$ cat src/rtl/mul_iter_approx_pkg.sv
// Shared types and helpers for the iterative approximate multiplier.
// State encoding, truncation mask and compensation constant.
package mul_pkg;

  typedef enum logic [1:0] {
    IDLE,
    BUSY,
    DONE
  } state_t;

  // Widest operand the helpers can describe.
  localparam int MAXW = 32;

  typedef logic [2*MAXW-1:0] wide_t;

  // Mask over 2*width product bits, low trunc columns cleared.
  function automatic wide_t trunc_mask(input int width,
                                       input int trunc);
    wide_t w_lo;
    wide_t w_all;
    w_lo  = (wide_t'(1) << trunc) - wide_t'(1);
    // A shift of 2*MAXW wraps to 0, so -1 yields all ones.
    w_all = (wide_t'(1) << (2 * width)) - wide_t'(1);
    return ~w_lo & w_all;
  endfunction

  // Half of the dropped-column weight: 2^(trunc-1), 0 if none.
  function automatic wide_t comp_const(input int trunc);
    wide_t w_c;
    w_c = '0;
    if (trunc > 0)
      w_c = wide_t'(1) << (trunc - 1);
    return w_c;
  endfunction

endpackage

$ cat src/rtl/mul_iter_approx_if.sv
// Operand/result handshake bundle for mul_iter_approx.
// master: producer/consumer side; slave: the multiplier.
interface mul_iter_approx_if #(
  parameter int WIDTH = 8
);

  logic               in_valid;
  logic               in_ready;
  logic [WIDTH-1:0]   in_a;
  logic [WIDTH-1:0]   in_b;
  logic               in_approx;
  logic               out_valid;
  logic               out_ready;
  logic [2*WIDTH-1:0] out_result;
  logic               out_approx;

  modport master (
    output in_valid,
    input  in_ready,
    output in_a,
    output in_b,
    output in_approx,
    input  out_valid,
    output out_ready,
    input  out_result,
    input  out_approx
  );

  modport slave (
    input  in_valid,
    output in_ready,
    input  in_a,
    input  in_b,
    input  in_approx,
    output out_valid,
    input  out_ready,
    output out_result,
    output out_approx
  );

endinterface

$ cat src/rtl/mul_iter_approx_pp_gen.sv
// Partial-product generator: pp(i) = b[i] ? a << i : 0,
// low TRUNC columns cleared in approximate mode.
// Ports: i_a, i_b_bit, i_idx, i_approx -> o_pp (2*WIDTH).
module mul_pp_gen
  import mul_pkg::*;
#(
  parameter int WIDTH = 8,
  parameter int TRUNC = 4,
  parameter int CW    = (WIDTH > 1) ? $clog2(WIDTH) : 1
) (
  input  logic [WIDTH-1:0]   i_a,
  input  logic               i_b_bit,
  input  logic [CW-1:0]      i_idx,
  input  logic               i_approx,
  output logic [2*WIDTH-1:0] o_pp
);

  localparam wide_t MASK_F = trunc_mask(WIDTH, TRUNC);
  localparam logic [2*WIDTH-1:0] MASK = MASK_F[2*WIDTH-1:0];

  logic [2*WIDTH-1:0] w_shift;

  assign w_shift = {{WIDTH{1'b0}}, i_a} << i_idx;

  always_comb begin
    o_pp = '0;
    if (i_b_bit)
      o_pp = i_approx ? (w_shift & MASK) : w_shift;
  end

endmodule

$ cat src/rtl/mul_iter_approx.sv
// Sequential shift-add multiplier, one multiplier bit per cycle,
// optional column truncation. Ports: clk, rst, bus (slave).
module mul_iter_approx
  import mul_pkg::*;
#(
  parameter int WIDTH   = 8,
  parameter int TRUNC   = 4,
  parameter int COMP_EN = 1
) (
  input  logic              clk,
  input  logic              rst,
  mul_iter_approx_if.slave  bus
);

  localparam int CW = (WIDTH > 1) ? $clog2(WIDTH) : 1;
  localparam wide_t COMP_F = comp_const(TRUNC);
  localparam logic [2*WIDTH-1:0] COMP =
    (COMP_EN != 0) ? COMP_F[2*WIDTH-1:0] : '0;
  localparam logic [CW-1:0] LAST = CW'(WIDTH - 1);

  if (WIDTH < 2 || TRUNC < 0 || TRUNC > WIDTH ||
      WIDTH > MAXW) begin : g_bad_param
    $error("mul_iter_approx: illegal WIDTH/TRUNC");
  end

  state_t             r_state;
  logic [WIDTH-1:0]   r_a;
  logic [WIDTH-1:0]   r_b;
  logic               r_approx;
  logic [CW-1:0]      r_cnt;
  logic [2*WIDTH-1:0] r_acc;
  logic [2*WIDTH-1:0] r_result;
  logic               r_out_approx;
  logic               r_in_ready;
  logic               r_out_valid;

  logic [2*WIDTH-1:0] w_pp;
  logic [2*WIDTH-1:0] w_sum;
  logic               w_zero;

  mul_pp_gen #(
    .WIDTH (WIDTH),
    .TRUNC (TRUNC),
    .CW    (CW)
  ) u_pp (
    .i_a      (r_a),
    .i_b_bit  (r_b[r_cnt]),
    .i_idx    (r_cnt),
    .i_approx (r_approx),
    .o_pp     (w_pp)
  );

  assign w_sum  = r_acc + w_pp;
  assign w_zero = (bus.in_a == '0) || (bus.in_b == '0);

  always_ff @(posedge clk or posedge rst) begin
    if (rst) begin
      r_state      <= IDLE;
      r_a          <= '0;
      r_b          <= '0;
      r_approx     <= 1'b0;
      r_cnt        <= '0;
      r_acc        <= '0;
      r_result     <= '0;
      r_out_approx <= 1'b0;
      r_in_ready   <= 1'b1;
      r_out_valid  <= 1'b0;
    end else begin
      unique case (r_state)
        IDLE: begin
          if (bus.in_valid) begin
            r_a        <= bus.in_a;
            r_b        <= bus.in_b;
            r_approx   <= bus.in_approx;
            r_cnt      <= '0;
            r_acc      <= '0;
            r_in_ready <= 1'b0;
            if (w_zero) begin
              // Result is known now; valid follows next edge.
              r_result     <= '0;
              r_out_approx <= bus.in_approx;
              r_state      <= DONE;
            end else begin
              r_state <= BUSY;
            end
          end
        end
        BUSY: begin
          if (r_cnt == LAST) begin
            r_result <= r_approx ? (w_sum + COMP) : w_sum;
            r_out_approx <= r_approx;
            r_out_valid  <= 1'b1;
            r_state      <= DONE;
          end else begin
            r_acc <= w_sum;
            r_cnt <= r_cnt + CW'(1);
          end
        end
        DONE: begin
          if (!r_out_valid) begin
            r_out_valid <= 1'b1;
          end else if (bus.out_ready) begin
            r_out_valid <= 1'b0;
            r_in_ready  <= 1'b1;
            r_state     <= IDLE;
          end
        end
        default: begin
          r_state <= IDLE;
        end
      endcase
    end
  end

  assign bus.in_ready   = r_in_ready;
  assign bus.out_valid  = r_out_valid;
  assign bus.out_result = r_result;
  assign bus.out_approx = r_out_approx;

endmodule

$ cat src/flat_wrapper.sv
// flat-port wrapper written by rule: the top's interface ports become plain ports
module mul_iter_approx_flat import mul_pkg::*;
#(
  parameter int WIDTH   = 8,
  parameter int TRUNC   = 4,
  parameter int COMP_EN = 1
)
  (clk, rst, bus_in_valid, bus_in_ready, bus_in_a, bus_in_b, bus_in_approx, bus_out_valid, bus_out_ready, bus_out_result, bus_out_approx);
  mul_iter_approx_if #(.WIDTH(WIDTH)) bus_i ();
  input  logic clk;
  input  logic rst;
  input wire logic [$bits(bus_i.in_valid)-1:0] bus_in_valid;
  output wire logic [$bits(bus_i.in_ready)-1:0] bus_in_ready;
  input wire logic [$bits(bus_i.in_a)-1:0] bus_in_a;
  input wire logic [$bits(bus_i.in_b)-1:0] bus_in_b;
  input wire logic [$bits(bus_i.in_approx)-1:0] bus_in_approx;
  output wire logic [$bits(bus_i.out_valid)-1:0] bus_out_valid;
  input wire logic [$bits(bus_i.out_ready)-1:0] bus_out_ready;
  output wire logic [$bits(bus_i.out_result)-1:0] bus_out_result;
  output wire logic [$bits(bus_i.out_approx)-1:0] bus_out_approx;
  assign bus_i.in_valid = bus_in_valid;
  assign bus_in_ready = bus_i.in_ready;
  assign bus_i.in_a = bus_in_a;
  assign bus_i.in_b = bus_in_b;
  assign bus_i.in_approx = bus_in_approx;
  assign bus_out_valid = bus_i.out_valid;
  assign bus_i.out_ready = bus_out_ready;
  assign bus_out_result = bus_i.out_result;
  assign bus_out_approx = bus_i.out_approx;
  mul_iter_approx #(.WIDTH(WIDTH), .TRUNC(TRUNC), .COMP_EN(COMP_EN)) u_core (.clk(clk), .rst(rst), .bus(bus_i));
endmodule
$ cat config.mk
export PLATFORM = sky130hd
export DESIGN_NAME = mul_iter_approx_flat
export DESIGN_NICKNAME = d
export VERILOG_FILES = /design/src/rtl/mul_iter_approx_pkg.sv /design/src/rtl/mul_iter_approx_if.sv /design/src/rtl/mul_iter_approx_pp_gen.sv /design/src/rtl/mul_iter_approx.sv /design/src/flat_wrapper.sv
export SDC_FILE = /design/constraint.sdc
export NUM_CORES = 1
export LEC_CHECK = 0
export ABC_CLOCK_PERIOD_IN_PS = 4700
export CAP_MARGIN = 20
export CORE_MARGIN = 2
export CORE_UTILIZATION = 25
export CTS_BUF_LIST = sky130_fd_sc_hd__clkbuf_4 sky130_fd_sc_hd__clkbuf_8
export CTS_CLUSTER_DIAMETER = 40
export DETAILED_ROUTE_END_ITERATION = 10
export HOLD_SLACK_MARGIN = 0.15
export PLACE_DENSITY = 0.52
export SYNTH_ARGS = -nofsm -noshare
export SYNTH_HDL_FRONTEND = slang
export SYNTH_SLANG_ARGS = --single-unit
$ cat constraint.sdc
create_clock -name clk -period 4.7 [get_ports clk]
set_clock_uncertainty 0.05 [all_clocks]
set_input_delay 0.47 -clock clk [delete_from_list [all_inputs] [get_ports clk]]
set_output_delay 0.47 -clock clk [all_outputs]
set_load 0.02 [all_outputs]
---- Word level (Yosys, flattened, before mapping) ----
Index checks and enable logic that the tools add are counted.
cells by class
  multiply operators ...................... 0
  reductions and logical operators ........ 13
  bitwise operators ....................... 0
  add/subtract/negate cells ............... 3
  equal/unequal tests ..................... 9
  div/mod/pow operators ................... 0
  shifts and indexed selects .............. 1
  order comparisons ....................... 1
  mux-type cells .......................... 33
operator list
  operator               count
  $mux 16                7
  $pmux 16 s2            2
  $add 16x16->16         1
  $add 16x4->16 const B  1
  $logic_not 8->1        2
  $shl 8x3->16           1
  $reduce_and 4->1       3
  $mux 1                 10
  $mux 2                 5
  $mux 3                 2
  $ne 2x1->1 const B     3
  $ne 2x2->1 const B     3
  $pmux 1 s2             3
  $pmux 2 s3             1
  $pmux 3 s2             1
  $reduce_bool 2->1      3
  $lt 3x4->1 const B     1
  $mux 4                 1
  $reduce_and 2->1       2
  $add 3x1->3 const B    1
  $bmux 1 s3             1
  $eq 3x3->1 const B     1
  $reduce_and 3->1       1
  $eq 2x1->1 const B     1
  other kinds (3)        3
storage, ports and cells
  memory bits (read-only) ................. 0
  word-level logic and storage cells ...... 70
  memories kept ........................... 0
  bits in latches ......................... 0
  register bits after elaboration ......... 57
  bits in writable memories ............... 0

---- Depth between registers and ports, before layout ----
  depth in word-level cells ............... 8
  gate-level depth with buffers ........... 18

---- Modules after synthesis ----
A second synthesis with hierarchy kept.
second synthesis, totals
  cell total of the unflattened synthesis .. 382
  area, all modules ....................... 3736.1 um^2
by module, submodules not included
  module           cells an instance  area each (um^2)  instances  sequential area each (um^2)
  mul_iter_approx  324                3339.5            1          1427.6
  mul_pp_gen       58                 396.6             1          0.0

---- Worst setup path after synthesis ----
Ideal clock, no wire load.
  kind .................................... reg-to-reg
  start point ............................. reg u_core.r_cnt[0]
  end point ............................... reg u_core.r_result[15], in the netlist u_core.bus.out_result[15]
  stages on the path, launching flop included .. 18
  period minus slack after synthesis ...... 4.236 ns
  path slack .............................. 0.464 ns
  arrival time ............................ 4.055 ns
  buffers on the path ..................... 1
  required time ........................... 4.519 ns
  path through ............................ dfrtp_1 clkbuf_1 mux4_2 and2_1 nand2b_1 nor4b_1 ha_1 fa_1 a211oi_1 nor2_1 xor2_1 ha_1 nand2_1 or3b_1 nor4_1 nand3b_1 xnor2_1 o21ai_1
between the ends
  word-level cells in the longest chain between the ends .. 8
  elaborated cells between the ends (all ways) .. 13
  classes of those cells .................. add/sub (2); eq/ne (2); shift (1); mux (7); reduce/logical (1)
ends and longest elaborated chain
  element                                     line                                                 RTL
  start: declaration                          mul_iter_approx.sv:30                                logic [CW-1:0] r_cnt;
  start signal: assignment                    mul_iter_approx.sv:96                                r_cnt <= r_cnt + CW'(1);
  $shl 8x3->16 or $bmux 1 s3 (tied branches)  mul_iter_approx_pp_gen.sv:23, mul_iter_approx.sv:47
  $mux 4 or $mux 1 (tied branches)            mul_iter_approx_pp_gen.sv:28, mul_iter_approx.sv:47
  $mux 16                                     mul_iter_approx_pp_gen.sv:27                         if (i_b_bit)
  $add 16x16->16                              mul_iter_approx.sv:53                                assign w_sum = r_acc + w_pp;
  $add 16x4->16                               mul_iter_approx.sv:90                                r_result <= r_approx ? (w_sum + COMP) : w_sum;
  $mux 16                                     mul_iter_approx.sv:90
  $mux 16                                     mul_iter_approx.sv:89                                if (r_cnt == LAST) begin
  $pmux 16 s2                                 mul_iter_approx.sv:69                                unique case (r_state)
  end signal: assignment                      mul_iter_approx.sv:90
  end: declaration                            mul_iter_approx.sv:32                                logic [2*WIDTH-1:0] r_result;
Several ways; a longest one is shown, not always the timed one. The select of a mux whose other input is x is not followed.
A chain may end at the register's enable or synchronous reset.

---- Final worst setup path ----
  start point ............................. reg u_core.r_cnt[0]
  end point ............................... reg u_core.r_result[14], in the netlist u_core.bus.out_result[14]
The elaborated chain is that of the path after synthesis.

==> results.sh <==
export IMPL_wirelength_mm=9.420
export IMPL_rsz0062_at_grt="no"
export IMPL_r2r_end="u_core.bus.out_result[14]$_DFFE_PP0P_"
export IMPL_io_pins=40
export IMPL_clock_latency_ns=0.34
export IMPL_rows=44
export IMPL_synth_top_area_share=0.3807
export IMPL_status="finished, final reports clean"
export IMPL_wire_per_inst_um=15.05
export IMPL_root_buffer="clkbuf_8"
export IMPL_gr_total_overflow=0
export IMPL_initial_utilization=0.2542
export IMPL_cts_hold_buf=0
export IMPL_yosys_warnings=0
export IMPL_syn_nets=433
export IMPL_maxCapViolCount=0
export IMPL_fp_coreArea_mm2=0.01448
export IMPL_ys_types=60
export IMPL_r2r_slack_ns=0.42
export IMPL_viasPerCell=4.904
export IMPL_diodes=0
export IMPL_antenna_left=0
export IMPL_final_layout_size_suffix_gt1_frac=0.1425
export IMPL_slew_violations=0
export IMPL_slew_headroom=0.5188
export IMPL_ys_ff_latch=57
export IMPL_end_kind="flop"
export IMPL_grt_max_degree=58
export IMPL_grt_pass1_vias=3075
export IMPL_finalSetupTns_ns=0
export IMPL_detailed_place_hpwl_mm=7.110
export IMPL_synthTopCellsByArea="dfrtp_1 38%, ha_1 6.1%, mux2_2 6.1%"
export IMPL_max_freq_mhz=233.5
export IMPL_worst_r2r_cell_count=15
export IMPL_grt_total_usage=0.1248
export IMPL_die_area_mm2=0.01571
export IMPL_cts_htree_levels=3
export IMPL_synth_area_leader_cell="dfrtp_1"
export IMPL_finalWeightedCongestion=0.8695
export IMPL_cp_arrival_ns=4.49
export IMPL_r2r_start="u_core.r_cnt[0]$_DFFE_PP0P_"
export IMPL_hold_path_class="reg -> reg"
export IMPL_cts_buffers=9
export IMPL_critPathLaunchType="flop"
export IMPL_die_w_um=125.3
export IMPL_cts_tree="done"
export IMPL_die_y_um=125.3
export IMPL_cts_buffer_depth=2
export IMPL_final_period_utilization=0.9113
export IMPL_portBuffers=39
export IMPL_clkSinkCount=57
export IMPL_synth_cells=393
export IMPL_n_fill_cell=1479
export IMPL_holdPathEnd="u_core.bus.in_ready$_DFFE_PP1P_"
export IMPL_synth_most_common_cell="dfrtp_1"
export IMPL_via_count=3070
export IMPL_min_delay_path_depth=2
export IMPL_worst_pin_slew_ns=0.7218
export IMPL_synth_edf_count=0
export IMPL_worstPathRequired_ns=4.91
export IMPL_async_flop_share=1.000
export IMPL_synthTopCellsByCount="56 x dfrtp_1, 47 x nand2_1, 33 x nor2_1"
export IMPL_antenna_found_initial=0
export IMPL_drc=0
export IMPL_grt_pass1_wl_mm=15.84
export IMPL_ys_seq_area_frac=0.3878
export IMPL_dp_cells=610
export IMPL_criticalPathCategory="reg -> reg"
export IMPL_drt_iter0_drc=194
export IMPL_critPathMaxFanout=18
export IMPL_period_needed_ns=4.283
export IMPL_synthToLayoutAreaGrowth_pct=23.18
export IMPL_syn_area_per_cell_um2=9.366
export IMPL_ys_flop_type="dfrtp_1"
export IMPL_instances_no_fill=626
export IMPL_hold_viol_final=0
export IMPL_utilization=0.3132
export IMPL_synth_area_mm2=0.003681
export IMPL_path_clk_slew_ns=0.07
export IMPL_setup_violations=0
export IMPL_nets=477
export IMPL_firstDrtPassIters=4
export IMPL_hp_start="u_core.bus.in_ready$_DFFE_PP1P_"
-- routing by layer --
metal | GRT usage | share of wire
met1 | 0.1727 | 0.50
met2 | 0.1963 | 0.45
met4 | 0.03464 | 0.014
met3 | 0.02867 | 0.037
met5 | 0 | 0
-- cell usage in the layout, fill, tap and decap left out, types with 9 or more instances in the layout --
cell type	Yosys	layout
a21oi_1	17	17
a22o_1	12	12
buf_4	0	12
clkbuf_8	0	11
clkdlybuf4s50_1	0	39
dfrtp_1	56	56
ha_1	18	18
inv_1	11	10
mux2_2	20	20
nand2_1	47	47
nor2_1	33	33
nor3_1	9	9
o21ai_0	16	16
o21ai_1	10	10
o31ai_1	9	9
xor2_1	10	10
-- per-stage QoR --
stage | worst slack, ns | hold WS [ns] | cell area (µm²)
final | 0.4170 | 0.4167 | 4534
after global routing | 0.08170 | 0.4414 | 4534
after CTS | 0.3723 | 0.4221 | 4528
after detailed placement | 0.3993 | 0.4118 | 4323
after global placement | 0.4524 | 0.4050 | 4323
after floorplan | 0.4638 | 0.4063 | 3681
-- registers in the layout (all words and copies together), names as in the netlist --
register	count
u_core.bus.out_result	16
u_core.r_acc	16
u_core.r_a	8
u_core.r_b	8
u_core.r_cnt	3
u_core.r_state	2
u_core.bus.in_ready	1
u_core.bus.out_approx	1
u_core.bus.out_valid	1
u_core.r_approx	1
-- worst max-delay path, cell delays in order (launching register included) --
cell and delay [ns]:
dfrtp_1 0.38, buf_4 0.24, mux4_2 0.54, a21oi_1 0.22, buf_4 0.17, nor2_1 0.06, ha_1 0.37, inv_1 0.13
o22ai_1 0.42, nor3_1 0.08, a21oi_1 0.38, nand2_2 0.14, or3_4 0.38, nor4_2 0.31, xnor2_1 0.13, o31ai_2 0.18
-- layout make-up --
cell class / count / area, µm² / area share
multi-input combinational: 307 / 2150 / 0.4741
sequential: 57 / 1428 / 0.3148
timing repair buffer: 51 / 480.5 / 0.1060
tap: 184 / 230.2 / 0.05077
clock buffer: 11 / 151.4 / 0.03339
clock inverter: 5 / 53.80 / 0.01187
inverter: 11 / 41.29 / 0.009106
-- cell families after synthesis --
| family | after synthesis | synth area share |
|---|---|---|
| AOI/OAI and AO/OA | 98 | 0.1853 |
| DFF | 57 | 0.3878 |
| xor gates and xnor gates | 19 | 0.04725 |
| adders and majority gates | 19 | 0.06662 |
| muxes | 30 | 0.09517 |
| buffers and inverters | 29 | 0.02991 |
| and+or+nand+nor | 141 | 0.1880 |
-- how the worst max path moves through the flow --
| stage | to | from | slack, ns | cells past startpoint |
|---|---|---|---|---|
| after floorplan | u_core.bus.out_result[15]$_DFFE_PP0P_ | u_core.r_cnt[0]$_DFFE_PP0P_ | 0.46 | 17 |
| after global placement | u_core.bus.out_result[15]$_DFFE_PP0P_ | u_core.r_cnt[0]$_DFFE_PP0P_ | 0.45 | 15 |
| after detailed placement | u_core.bus.out_result[15]$_DFFE_PP0P_ | u_core.r_cnt[0]$_DFFE_PP0P_ | 0.40 | 16 |
| after CTS | u_core.bus.out_result[15]$_DFFE_PP0P_ | u_core.r_cnt[0]$_DFFE_PP0P_ | 0.37 | 16 |
| after global routing | u_core.bus.out_result[15]$_DFFE_PP0P_ | u_core.r_cnt[0]$_DFFE_PP0P_ | 0.08 | 15 |
| final | u_core.bus.out_result[14]$_DFFE_PP0P_ | u_core.r_cnt[0]$_DFFE_PP0P_ | 0.42 | 15 |
-- what timing repair did --
item / in CTS / in global routing
setup endpoints to repair: 0 / 1
resized for setup: 0 / 1
buffers inserted: 0 / 0
Power is not shown: default switching activity piles up to over one toggle a cycle in this logic, so the estimate is an artifact.
